**src/rtl/stream_resize_pkg.sv**
```systemverilog
// Shared constants and helpers for the stream width converters.
// Provides the selection direction encoding and index-width helper.
package stream_resize_pkg;

    localparam logic DIR_LSB = 1'b0;
    localparam logic DIR_MSB = 1'b1;

    function automatic int unsigned idx_width(int unsigned n);
        return (n > 1) ? $clog2(n) : 1;
    endfunction

endpackage

```
**src/rtl/stream_ffs.sv**
```systemverilog
// Parametrised find-first-set with selectable scan direction.
// Returns the index and one-hot of the first set bit.
module stream_ffs
    import stream_resize_pkg::*;
#(
    parameter int unsigned WIDTH = 4,
    localparam int unsigned IW = idx_width(WIDTH)
) (
    input  logic [WIDTH-1:0] vec_i,
    input  logic             dir_i,
    output logic [IW-1:0]    idx_o,
    output logic [WIDTH-1:0] onehot_o,
    output logic             found_o
);

    logic [IW-1:0] pos;

    always_comb begin
        idx_o    = '0;
        onehot_o = '0;
        found_o  = 1'b0;
        pos      = '0;
        for (int unsigned i = 0; i < WIDTH; i++) begin
            pos = (dir_i == DIR_MSB) ? IW'(WIDTH - 1 - i) : IW'(i);
            if (!found_o && vec_i[pos]) begin
                found_o       = 1'b1;
                idx_o         = pos;
                onehot_o[pos] = 1'b1;
            end
        end
    end

endmodule

```
**src/rtl/stream_downsize_keep.sv**
```systemverilog
// Splits a wide beat into narrow words, skipping words whose keep bit is clear.
// An all-empty last beat becomes a single null terminator word.
module stream_downsize_keep
    import stream_resize_pkg::*;
#(
    parameter int unsigned T_DATA_WIDTH = 8,
    parameter int unsigned T_DATA_RATIO = 4,
    parameter bit          LSB_FIRST    = 1'b1
) (
    input  logic                    clk,
    input  logic                    rst,
    input  logic [T_DATA_WIDTH-1:0] s_data_i [T_DATA_RATIO],
    input  logic [T_DATA_RATIO-1:0] s_keep_i,
    input  logic                    s_last_i,
    input  logic                    s_valid_i,
    output logic                    s_ready_o,
    output logic [T_DATA_WIDTH-1:0] m_data_o,
    output logic                    m_keep_o,
    output logic                    m_last_o,
    output logic                    m_valid_o,
    input  logic                    m_ready_i
);

    localparam int unsigned IW = idx_width(T_DATA_RATIO);
    localparam int unsigned R  = T_DATA_RATIO;

    logic [T_DATA_WIDTH-1:0] data_q [R];
    logic [T_DATA_WIDTH-1:0] data_d [R];
    logic [R-1:0]            mask_q, mask_d;
    logic                    last_q, last_d;
    logic                    valid_q, valid_d;

    logic [IW-1:0] sel_idx;
    logic [R-1:0]  sel_oh;
    logic          sel_found;
    logic          final_word;
    logic          accept;
    logic          xfer;

    stream_ffs #(
        .WIDTH(R)
    ) u_ffs (
        .vec_i   (mask_q),
        .dir_i   (LSB_FIRST ? DIR_LSB : DIR_MSB),
        .idx_o   (sel_idx),
        .onehot_o(sel_oh),
        .found_o (sel_found)
    );

    // A null word (empty mask) is also the final word of its beat.
    assign final_word = valid_q && ((mask_q & (mask_q - R'(1))) == '0);
    assign xfer       = valid_q && m_ready_i;
    assign s_ready_o  = !valid_q || (final_word && m_ready_i);
    assign accept     = s_valid_i && s_ready_o;

    assign m_valid_o = valid_q;
    assign m_keep_o  = sel_found;
    assign m_data_o  = sel_found ? data_q[sel_idx] : '0;
    assign m_last_o  = valid_q && last_q && final_word;

    always_comb begin
        data_d  = data_q;
        mask_d  = mask_q;
        last_d  = last_q;
        valid_d = valid_q;
        if (xfer) begin
            mask_d = mask_q & ~sel_oh;
            if (mask_d == '0) begin
                valid_d = 1'b0;
            end
        end
        if (accept) begin
            if (s_keep_i != '0) begin
                data_d  = s_data_i;
                mask_d  = s_keep_i;
                last_d  = s_last_i;
                valid_d = 1'b1;
            end else if (s_last_i) begin
                mask_d  = '0;
                last_d  = 1'b1;
                valid_d = 1'b1;
            end
        end
    end

    always_ff @(posedge clk) begin
        if (rst) begin
            mask_q  <= '0;
            last_q  <= 1'b0;
            valid_q <= 1'b0;
        end else begin
            mask_q  <= mask_d;
            last_q  <= last_d;
            valid_q <= valid_d;
        end
    end

    always_ff @(posedge clk) begin
        data_q <= data_d;
    end

endmodule

```
**config.mk**
```make
export PLATFORM = sky130hd
export DESIGN_NAME = stream_downsize_keep
export DESIGN_NICKNAME = d
export VERILOG_FILES = /design/src/rtl/stream_resize_pkg.sv /design/src/rtl/stream_ffs.sv /design/src/rtl/stream_downsize_keep.sv
export SDC_FILE = /design/constraint.sdc
export NUM_CORES = 1
export LEC_CHECK = 0
export ABC_AREA = 1
export CAP_MARGIN = 5
export CORE_ASPECT_RATIO = 1.75
export CORE_MARGIN = 2
export CORE_UTILIZATION = 51
export CTS_BUF_LIST = sky130_fd_sc_hd__clkbuf_16
export DETAILED_ROUTE_END_ITERATION = 6
export HOLD_SLACK_MARGIN = 0.1
export PLACE_DENSITY = 0.95
export RECOVER_POWER = 25
export SETUP_SLACK_MARGIN = 0.4
export SLEW_MARGIN = 20
export SYNTH_ARGS = -nofsm -noshare
export SYNTH_HDL_FRONTEND = slang
export SYNTH_HIERARCHICAL = 1
export SYNTH_SLANG_ARGS = --single-unit
```
**constraint.sdc**
```tcl
create_clock -name clk -period 5.9 [get_ports clk]
set_input_delay 0.885 -clock clk [delete_from_list [all_inputs] [get_ports clk]]
set_output_delay 0.885 -clock clk [all_outputs]
set_load 0.01 [all_outputs]
```
# After elaboration in Yosys (flattened, before gate mapping)
# Cells that the tools add are included.
# word_totals
register_bits,38
inputBits,41
out_inout_bits,12
word_cells,59
# op_classes
add_sub_neg,1
n_lt_le_gt_ge,1
mux,26
n_bitwise,4
n_reduce_logical,20
# op_table
operator,n
$mux W8,3
$mux W4,5
$bmux W8 S2,1
$mux W1,13
$logic_and A1 B1 Y1,9
$and A4 B4 Y4,2
$logic_not A4 Y1,2
$mux W2,3
$logic_not A1 Y1,4
$not A4 Y4,1
$reduce_and A2 Y1,2
$reduce_bool A4 Y1,1
$sub A4 B1 Y4 const B,1
$ge A3 B3 Y1 const B,1
$mux W3,1
$not A2 Y3,1
$reduce_bool A2 Y1,1
$logic_or A1 B1 Y1,1

# Logic depth before layout (Yosys ltp)
# Gate-level depths: netlist of run 1.
# logic_depth
ltp_word,18
depth_mapped,14
ltp_nobuf,11

# Modules after synthesis
# Netlist of run 1, hierarchy kept.
# modules_own_cells
module,instances,cells_per_inst,area_each_um2,seq_area_each_um2
stream_downsize_keep,1,161,1657.8,1081.0
stream_ffs,1,43,229.0,0.0

# Worst setup path after synthesis of run 1
# OpenSTA, ideal clock, no wires.
# synth_path
kind,input port to flip-flop
startpoint,input m_ready_i
endpoint,"register data_q[0] (netlist bit), enable pin"
setup_time_ns,0.441
t_arrival_ns,2.788
t_required_ns,5.459
slack_ns,2.672
path_stages,4
path_buffers,0
path_cell_list,nand3_4 -> nand2_4 -> nand2_1 -> a31oi_1
# synth_via
elab_chain_cells,4
# synth_lines
item,line,rtl
start: declaration,stream_downsize_keep.sv:21,input logic m_ready_i
$logic_and A1 B1 Y1,stream_downsize_keep.sv:53,assign s_ready_o = !valid_q || (final_word && m_ready_i);
$logic_or A1 B1 Y1,stream_downsize_keep.sv:53,
via s_ready_o,stream_downsize_keep.sv:16,"output logic s_ready_o,"
$logic_and A1 B1 Y1,stream_downsize_keep.sv:54,assign accept = s_valid_i && s_ready_o;
$reduce_and A2 Y1 (no line),-,
end signal: assignment,stream_downsize_keep.sv:99,data_q <= data_d;
end: declaration,stream_downsize_keep.sv:27,logic [T_DATA_WIDTH-1:0] data_q [R];
# The timed path passes the listed nets, and every way through them passes these cells.
# A chain may end at the register's enable or synchronous reset.

# Final worst setup path of run 1
# layout_path
startpoint,register mask_q[2]
endpoint,output m_data_o[2]
# layout_via
elab_chain_cells,10
word_cells_on_any_way,12
cone_classes,mux: 8; bitwise: 1; reduce/logical: 3
# layout_lines
item,line,rtl
start: declaration,stream_downsize_keep.sv:29,"logic [R-1:0] mask_q, mask_d;"
start signal: assignment,stream_downsize_keep.sv:92,mask_q <= mask_d;
$logic_and A1 B1 Y1 (*),stream_ffs.sv:25,if (!found_o && vec_i[pos]) begin
$mux W1,stream_ffs.sv:25,
$logic_not A1 Y1,stream_ffs.sv:25,
$logic_and A1 B1 Y1,stream_ffs.sv:25,
$mux W2 (*),stream_ffs.sv:25,
via sel_idx[0],stream_downsize_keep.sv:33,logic [IW-1:0] sel_idx;
$not A2 Y3 (implied by the code) (*),stream_downsize_keep.sv:58,assign m_data_o = sel_found ? data_q[sel_idx] : '0;
$bmux W8 S2 (*),stream_downsize_keep.sv:58,
$mux W8 (implied by the code) (*) (2 in series),stream_downsize_keep.sv:58,
$mux W8 (*),stream_downsize_keep.sv:58,
end: declaration,stream_downsize_keep.sv:17,"output logic [T_DATA_WIDTH-1:0] m_data_o,"
# Mark *: on every way through the listed nets, which the timed path passes. The rest lies on a longest branch. The select of a mux whose other input is x is not followed.

==> results of run 1 <==
## cell families after synthesis
| group | count (synthesis) |
|---|---|
| AOI/OAI and AO/OA | 38 |
| and+or+nand+nor | 97 |
| other | 1 |
| buffers and inverters | 30 |
| DFF | 38 |
## per-layer routing
layer | wire [um] | up-vias
li1 | - | 781
met1 | 1590 | 753
met2 | 2340 | 77
met3 | 219 | 18
met4 | 187 | 0
met5 | 0 | -
## cell usage after synthesis, drive strengths merged
library cell	instances	area (um2)
edfxtp	32	961
a21oi	14	70.1
o21ai	22	110
inv	23	91.3
nand2	39	179
or2	2	12.5
conb	1	3.75
clkinv	1	3.75
nand3	13	90.1
a31oi	1	6.26
o31ai	1	7.51
nand4	3	25.0
nor2	40	163
dfxtp	6	120
buf	6	43.8
## worst max-delay path, stage by stage, from the launching register on
cell and delay, ns:
dfxtp_1 0.41, inv_1 0.08, nor2_1 0.16, nor2_2 0.08
nand4_2 0.13, nand2_1 0.37, inv_2 0.37, o21ai_0 0.15
a21oi_1 0.21, clkdlybuf4s50_1 0.57
## state kept, by name (all words and copies together), names as in the netlist
signal,count
data_q,32
mask_q,4
last_q,1
m_valid_o,1
## power groups by stage
stage                     clock network, mW  logic [mW]  registers (mW)
after detailed placement                  0       0.142           0.328
final                                 0.335       0.142           0.323
after CTS                             0.338       0.144           0.323
after global placement                    0       0.138           0.327
after global routing                  0.353       0.156           0.325
after floorplan                           0      0.0771           0.325
## metrics by stage
step           total power, mW  hold slack (ns)  instance area [um2]
6_report                 0.800            0.465                 2630
4_1_cts                  0.804            0.464                 2630
5_1_grt                  0.834            0.491                 2630
3_5_place_dp             0.470            0.458                 2440
2_1_floorplan            0.402            0.434                 1890
3_3_place_gp             0.464            0.453                 2440
## worst max-delay path by stage
| stage | slack [ns] | start | to |
|---|---|---|---|
| floorplan | 2.67 | m_ready_i | data_q[0]$_DFFE_PP_ |
| global placement | 2.66 | mask_q[0]$_SDFF_PP0_ | m_data_o[4] |
| detailed placement | 2.62 | mask_q[2]$_SDFF_PP0_ | m_data_o[2] |
| CTS | 2.27 | mask_q[2]$_SDFF_PP0_ | m_data_o[4] |
| global route | 2.06 | mask_q[2]$_SDFF_PP0_ | m_data_o[2] |
| finish | 2.21 | mask_q[2]$_SDFF_PP0_ | m_data_o[2] |
## area by class of cell
| cell class | instances | area (um2) |
|---|---|---|
| clock buffer | 5 | 125 |
| clock inverter | 3 | 63.8 |
| fill | 237 | 967 |
| inverter | 24 | 95.1 |
| multi-input combinational | 136 | 682 |
| sequential | 38 | 1080 |
| tap | 46 | 57.6 |
| timing repair buffer | 52 | 520 |
==> impl_metrics.env, run 1 <==
export IMPL_outcome="completed"
export IMPL_switching_power_mw=0.181
export IMPL_met2_usage_pct=39.0
export IMPL_synth_warnings=6
export IMPL_hold_viol=0
export IMPL_whs_path_depth=2
export IMPL_p_clk_share_pct=41.9
export IMPL_post_route_util_pct=73.1
export IMPL_path_max_fanout=17
export IMPL_synth_mux_area_share_pct=0
export IMPL_hp_start="last_q$_SDFFE_PP0P_"
export IMPL_dieArea_um2=4220
export IMPL_syn_inst=204
export IMPL_port_buffers=52
export IMPL_ctsLongestPathBuffers=2
export IMPL_syn_num_nets=245
export IMPL_grt_use_met1_pct=24.8
export IMPL_fin_crit_sh_pct=62.6
export IMPL_clk_latency_ns=0.28
export IMPL_synth_xor_area_share_pct=0
export IMPL_drtIter0Drc=28
export IMPL_clk_pin_slew_worst_paths_ns=0.05
export IMPL_finClkSkew_ns=0.00251
export IMPL_die_h_um=84.5
export IMPL_dp_hpwl_um=3130
export IMPL_synthAdderAreaFrac_pct=0
export IMPL_fin_cells=304
export IMPL_drc_errors=0
export IMPL_crit_path_end_kind="output port"
export IMPL_start_kind="flip-flop"
export IMPL_slew_headroom_pct=30.9
export IMPL_cp_required_ns=5.02
export IMPL_ant_nets=0
export IMPL_cts_buffers=5
export IMPL_io_pins=53
export IMPL_reg2reg_depth=7
export IMPL_maxSlewViolCount=0
export IMPL_synthSimpleGateAreaFrac_pct=24.9
export IMPL_place_worst_setup_slack_ns=2.62
export IMPL_final_cell_mix="nor2_1 (37), nand2_1 (32), edfxtp_1 (32), clkdlybuf4s50_1 (32), dlygate4sd3_1 (20)"
export IMPL_htree_levels=2
export IMPL_setup_viol=0
export IMPL_power_frac_seq_pct=40.3
export IMPL_cp_arrival_ns=2.81
export IMPL_coreArea_um2=3590
export IMPL_start_util_pct=52.5
export IMPL_drive_gt1_share_pct=10.9
export IMPL_grt_pass1_vias=1625
export IMPL_die_w_um=50.0
export IMPL_worst_pin_slew_ns=1.04
export IMPL_grt_first_pass_wirelength_um=7100
export IMPL_synth_cell_type_count=27
export IMPL_cts_resized=0
export IMPL_antenna_found_initial=0
export IMPL_ys_seq_area_share_pct=57.3
export IMPL_grt_busiest_layer="met2"
export IMPL_max_freq_mhz=271
export IMPL_switching_share_pct=22.6
export IMPL_wl_per_cell_um=14.3
export IMPL_syn_avg_cell_area_um2=9.25
export IMPL_cellPowerDensity_nw_per_um2=305
export IMPL_p_int_mw=0.619
export IMPL_critPathKind="flip-flop to output port"
export IMPL_gr_total_overflow=0
export IMPL_r2r_start="mask_q[0]$_SDFF_PP0_"
export IMPL_timing_final_crit_period_ns=3.69
export IMPL_irDropWorstVdd_uv=267
export IMPL_rsz0062_at_grt="false"
export IMPL_synth_seq_cells=38
export IMPL_postLayoutSetupSlackWorst_ns=2.21
export IMPL_synth_compound_area_share_pct=10.3
export IMPL_power_leakage_nw=1.07
export IMPL_vias=1629
export IMPL_cts_hold_buffers=0
export IMPL_ff2ff_setup_slack_ns=3.75
export IMPL_grt_usage_pct=22.3
export IMPL_comb_power_share_pct=17.8
export IMPL_netlist_area_um2=1890
export IMPL_setup_tns_ns=0
export IMPL_num_rows=29
export IMPL_worstReg2RegEnd="data_q[6]$_DFFE_PP_"
export IMPL_synth_top_family_by_area="simple AND/OR/NAND/NOR gates"
export IMPL_final_nets=298
export IMPL_cts_setup_buffers=0
export IMPL_cts_tree="done"
export IMPL_hp_class="flip-flop to flip-flop"
export IMPL_firstDrtPassIters=4
export IMPL_cts_root_buf="clkbuf_16"
export IMPL_viasPerCell=5.36
export IMPL_cts_sinks=38
export IMPL_grt_use_met3_pct=3.74
export IMPL_gp_congestion=0.810
export IMPL_hold_end="last_q$_SDFFE_PP0P_"
export IMPL_area_growth_pct=39.1
export IMPL_layout_commonest_cell="nor2_1"
export IMPL_drv_cap=0
export IMPL_grt_max_degree=33
export IMPL_dpl_cell_count=296
export IMPL_n_antenna_cell=0
export IMPL_routed_wl_um=4340
(Power assumes the default switching activity.)
==> inputs of run 2 (changes only) <==
- CORE_UTILIZATION: 51 -> 43
- PLACE_DENSITY: 0.95 -> 0.88
- clock period: 5.9 -> 3.3 ns (I/O delays scaled with it)
==> impl_metrics.env, run 2 (synthesized netlist as in run 1, its figures left out) <==
export IMPL_outcome="completed"
export IMPL_setup_viol=0
export IMPL_path_cells="inv_1, nor2_1, nor2_2, nand4_4, nand2_4, nor2_1, nor2_1, o21ai_0, a21oi_1, clkdlybuf4s50_1"
export IMPL_reg_largest_list="data_q x32, mask_q x4"
export IMPL_hold_viol=0
export IMPL_htree_levels=2
export IMPL_coreArea_um2=4190
export IMPL_ant_nets=0
export IMPL_fin_crit_sh_pct=85.6
export IMPL_cp_required_ns=2.80
export IMPL_grt_usage_pct=20.4
export IMPL_drive_gt1_share_pct=16.5
export IMPL_max_freq_mhz=354
export IMPL_timing_final_crit_period_ns=2.83
export IMPL_path_buf_inv=2
export IMPL_drtIter0Drc=79
export IMPL_met2_usage_pct=34.9
export IMPL_cpPeakStageDelay_ns=0.56
export IMPL_grt_busiest_layer="met2"
export IMPL_die_h_um=91.6
export IMPL_hp_start="last_q$_SDFFE_PP0P_"
export IMPL_antenna_found_initial=0
export IMPL_rsz0062_at_grt="false"
export IMPL_n_antenna_cell=0
export IMPL_reg2reg_depth=8
export IMPL_hold_end="last_q$_SDFFE_PP0P_"
export IMPL_routed_wl_um=4620
export IMPL_ff2ff_setup_slack_ns=1.53
export IMPL_port_buffers=52
export IMPL_critPathKind="flip-flop to output port"
export IMPL_vias=1624
export IMPL_grt_use_met3_pct=5.21
export IMPL_gp_congestion=0.821
export IMPL_hp_class="flip-flop to flip-flop"
export IMPL_layout_commonest_cell="nor2_1"
export IMPL_crit_slowest_cell="clkdlybuf4s50_1"
export IMPL_fin_total_pwr_mw=1.48
export IMPL_start_util_pct=45.0
export IMPL_irDropWorstVdd_uv=477
export IMPL_clk_latency_ns=0.28
export IMPL_path_max_fanout=6
export IMPL_whs_path_depth=2
export IMPL_final_nets=306
export IMPL_nFillCells=316
export IMPL_io_pins=53
export IMPL_drc_errors=0
export IMPL_cts_tree="done"
export IMPL_r2r_start="mask_q[3]$_SDFF_PP0_"
export IMPL_viasPerCell=5.16
export IMPL_cts_root_buf="clkbuf_16"
export IMPL_dp_hpwl_um=2990
export IMPL_grt_first_pass_wirelength_um=7210
export IMPL_final_cell_mix="nor2_1 (37), edfxtp_1 (32), nand2_1 (30)"
export IMPL_area_growth_pct=45.8
export IMPL_grt_max_degree=33
export IMPL_cellPowerDensity_nw_per_um2=537
export IMPL_crit_family="simple AND/OR/NAND/NOR gates"
export IMPL_grt_pass1_vias=1625
export IMPL_post_route_util_pct=65.7
export IMPL_dieArea_um2=4950
export IMPL_gr_total_overflow=0
export IMPL_worstReg2RegEnd="data_q[26]$_DFFE_PP_"
export IMPL_top_register="data_q"
export IMPL_cp_arrival_ns=2.33
export IMPL_num_rows=31
export IMPL_ctsLongestPathBuffers=2
export IMPL_crit_top_cell="nor2_1"
export IMPL_drv_cap=0
export IMPL_setup_tns_ns=0
export IMPL_grt_use_met1_pct=21.5
export IMPL_finClkSkew_ns=0.00217
export IMPL_wl_per_cell_um=14.7
export IMPL_maxSlewViolCount=0
export IMPL_cts_sinks=38
export IMPL_cts_buffers=5
export IMPL_clk_pin_slew_worst_paths_ns=0.06
export IMPL_die_w_um=54.1
export IMPL_firstDrtPassIters=4
export IMPL_start_kind="flip-flop"
export IMPL_power_leakage_nw=1.18
export IMPL_largest_reg_flops=32
export IMPL_crit_path_end_kind="output port"
## run 2: cell count changes in the layout (fill, tap and decap cells not counted), moves of 2 or more
cell,delta
clkdlybuf4s50_1,-6
dlygate4sd2_1,+2
dfxtp_2,+4
nand2_4,+3
dlymetal6s2s_1,+4
nand2_1,-2
buf_4,+6
dfxtp_1,-4
## run 2: what timing repair did
item,CTS,global route
pin swaps,1,4
hold buffers,0,0
cloned,1,0
endpoints found under the setup margin,8,6
buffers inserted,1,5
resized for setup,12,7
## run 2: final cells by class
type | instances | area [um2] | area share (%)
timing repair buffer | 59 | 593 | 21.6
clock buffer | 5 | 125 | 4.55
multi-input combinational | 137 | 717 | 26.1
tap | 49 | 61.3 | 2.23
clock inverter | 3 | 68.8 | 2.50
inverter | 24 | 100 | 3.64
sequential | 38 | 1090 | 39.5
## run 2: worst max path at each step
stage	start	endpoint	slack, ns	cells after the start
6_report	mask_q[2]$_SDFF_PP0_	m_data_o[0]	0.47	10
4_1_cts	mask_q[2]$_SDFF_PP0_	m_data_o[3]	0.41	11
5_1_grt	mask_q[2]$_SDFF_PP0_	m_data_o[0]	0.38	10
2_1_floorplan	mask_q[3]$_SDFF_PP0_	data_q[0]$_DFFE_PP_	1.04	7
3_5_place_dp	mask_q[2]$_SDFF_PP0_	m_data_o[4]	0.41	9
3_3_place_gp	mask_q[2]$_SDFF_PP0_	m_data_o[5]	0.56	9
## run 2: worst min-delay path, cell delays in order (launching register included)
cell	delay (ns)
dfxtp_1	0.31
nand2_1	0.06
a21oi_1	0.05
## run 2: layer usage
metal	up-vias	wire [um]	part of all wire (%)
met5	-	0	0
met4	0	125	2.7
met3	14	218	4.7
met2	57	2590	56
met1	752	1680	36
li1	801	-	-
## run 2: where the power goes
group / internal (mW) / switching [mW] / leakage (nW) / total [mW]
combinational: 0.129 / 0.147 / 0.731 / 0.276
clock: 0.434 / 0.190 / 0.0940 / 0.624
sequential: 0.560 / 0.0183 / 0.359 / 0.578
## run 2: metrics by stage
step           cell area (um2)  std cells  setup WS (ns)  hold WS, ns
2_1_floorplan             1890        204           1.04        0.434
3_3_place_gp              2450        300          0.558        0.453
3_5_place_dp              2450        300          0.414        0.457
4_1_cts                   2700        310          0.415        0.469
5_1_grt                   2750        315          0.384        0.490
6_report                  2750        315          0.474        0.466
==> inputs of run 3 (changes only) <==
- CORE_UTILIZATION: 43 -> 40
- PLACE_DENSITY: 0.88 -> 0.83
==> impl_metrics.env, run 3 (synthesized netlist as in run 1, its figures left out) <==
export IMPL_outcome="completed"
export IMPL_start_kind="flip-flop"
export IMPL_cp_required_ns=2.80
export IMPL_cp_arrival_ns=2.28
export IMPL_setup_tns_ns=0
export IMPL_reg_largest_list="data_q x32, mask_q x4"
export IMPL_num_rows=33
export IMPL_crit_family="buffers and inverters"
export IMPL_drive_gt1_share_pct=14.6
export IMPL_max_freq_mhz=361
export IMPL_vias=1592
export IMPL_cts_root_buf="clkbuf_16"
export IMPL_n_antenna_cell=0
export IMPL_drc_errors=0
export IMPL_start_util_pct=40.8
export IMPL_ff2ff_setup_slack_ns=1.52
export IMPL_io_pins=53
export IMPL_ant_nets=0
export IMPL_cts_tree="done"
export IMPL_largest_reg_flops=32
export IMPL_htree_levels=2
export IMPL_gr_total_overflow=0
export IMPL_grt_usage_pct=16.3
export IMPL_cpPeakStageDelay_ns=0.55
export IMPL_top_register="data_q"
export IMPL_routed_wl_um=4300
export IMPL_reg2reg_depth=8
export IMPL_die_w_um=55.9
export IMPL_crit_path_end_kind="output port"
export IMPL_port_buffers=52
export IMPL_area_growth_pct=40.8
export IMPL_rsz0062_at_grt="false"
export IMPL_cts_hold_buffers=0
export IMPL_grt_first_pass_wirelength_um=6670
export IMPL_fin_total_pwr_mw=1.28
export IMPL_die_h_um=94.9
export IMPL_firstDrtPassIters=4
export IMPL_drtIter0Drc=37
export IMPL_crit_end="m_data_o[2]"
export IMPL_hp_class="flip-flop to flip-flop"
export IMPL_setup_viol=0
export IMPL_postLayoutSetupSlackWorst_ns=0.528
export IMPL_finClkSkew_ns=0.00189
export IMPL_maxSlewViolCount=0
export IMPL_cts_sinks=38
export IMPL_post_route_util_pct=57.4
export IMPL_irDropWorstVdd_uv=414
export IMPL_path_depth=10
export IMPL_grt_max_degree=33
export IMPL_wl_per_cell_um=13.7
export IMPL_startpoint="mask_q[2]$_SDFF_PP0_"
export IMPL_path_cells="inv_1, nor2_2, nor2_2, nand4_4, nand2_4, buf_4, inv_4, o21ai_0, a21oi_1, clkdlybuf4s50_1"
export IMPL_dieArea_um2=5300
export IMPL_dpl_cell_count=303
export IMPL_r2r_start="mask_q[1]$_SDFF_PP0_"
export IMPL_clk_latency_ns=0.27
export IMPL_layout_commonest_cell="nor2_1"
export IMPL_path_buf_inv=4
export IMPL_fin_cells=313
export IMPL_critPathKind="flip-flop to output port"
export IMPL_hold_viol=0
export IMPL_worstReg2RegEnd="data_q[25]$_DFFE_PP_"
export IMPL_cts_buffers=5
export IMPL_cellPowerDensity_nw_per_um2=480
export IMPL_crit_slowest_cell="clkdlybuf4s50_1"
export IMPL_power_leakage_nw=1.16
export IMPL_final_cell_mix="nor2_1 (36), edfxtp_1 (32), nand2_1 (30)"
export IMPL_drv_cap=0
export IMPL_ctsLongestPathBuffers=2
export IMPL_viasPerCell=5.09
export IMPL_clk_pin_slew_worst_paths_ns=0.05
export IMPL_gp_congestion=0.846
export IMPL_final_nets=301
export IMPL_antenna_found_initial=0
export IMPL_dp_hpwl_um=3180
export IMPL_timing_final_crit_period_ns=2.77
export IMPL_place_worst_setup_slack_ns=0.428
export IMPL_crit_top_cell="nor2_2"
export IMPL_coreArea_um2=4620
export IMPL_path_max_fanout=16
export IMPL_grt_pass1_vias=1535
export IMPL_fin_crit_sh_pct=84.0
[run 3: through the flow]
| stage | cell area, um2 | hold WS [ns] |
|---|---|---|
| finish | 2660 | 0.472 |
| global route | 2660 | 0.493 |
| CTS | 2610 | 0.474 |
| detailed placement | 2450 | 0.467 |
| global placement | 2450 | 0.453 |
| floorplan | 1890 | 0.434 |
[run 3: timing repair]
item | 4_1_cts | 5_1_grt
pin swaps | 0 | 1
gates resized for setup | 6 | 12
endpoints found under the setup margin | 8 | 8
gates cloned | 0 | 1
setup buffers | 0 | 1
[run 3: worst min-delay path by stage]
stage | slack [ns] | from | cells past startpoint | to
after floorplan | 0.43 | last_q$_SDFFE_PP0P_ | 2 | last_q$_SDFFE_PP0P_
after global routing | 0.49 | last_q$_SDFFE_PP0P_ | 2 | last_q$_SDFFE_PP0P_
after detailed placement | 0.47 | last_q$_SDFFE_PP0P_ | 2 | last_q$_SDFFE_PP0P_
after CTS | 0.47 | last_q$_SDFFE_PP0P_ | 2 | last_q$_SDFFE_PP0P_
after global placement | 0.45 | last_q$_SDFFE_PP0P_ | 2 | last_q$_SDFFE_PP0P_
final | 0.47 | last_q$_SDFFE_PP0P_ | 2 | last_q$_SDFFE_PP0P_
[run 3: cell type report]
class / count / area, um2
clock buffers: 5 / 125
inverters: 24 / 97.6
flip-flops and latches: 38 / 1080
clock inverters: 3 / 16.3
fillers: 393 / 1970
repair buffers: 54 / 553
multi-input cells: 137 / 714
well taps: 52 / 65.1
[run 3: where the power goes]
part | leakage (nW) | internal, mW | switching [mW]
clock network | 0.0672 | 0.275 | 0.165
registers | 0.359 | 0.560 | 0.0169
logic | 0.738 | 0.120 | 0.139
total | 1.16 | 0.954 | 0.322
[run 3: layer usage]
metal,up-vias,global-route usage (%),part of all wire [%]
met2,58,31.1,57
met3,10,2.88,4.7
met5,-,0,0
met4,0,7.34,2.9
li1,790,-,-
met1,734,17.3,36
[run 3: worst min-delay path, cell delays in order, from the launching register on]
cell	delay, ns
dfxtp_1	0.31
nand2_1	0.06
a21oi_1	0.05
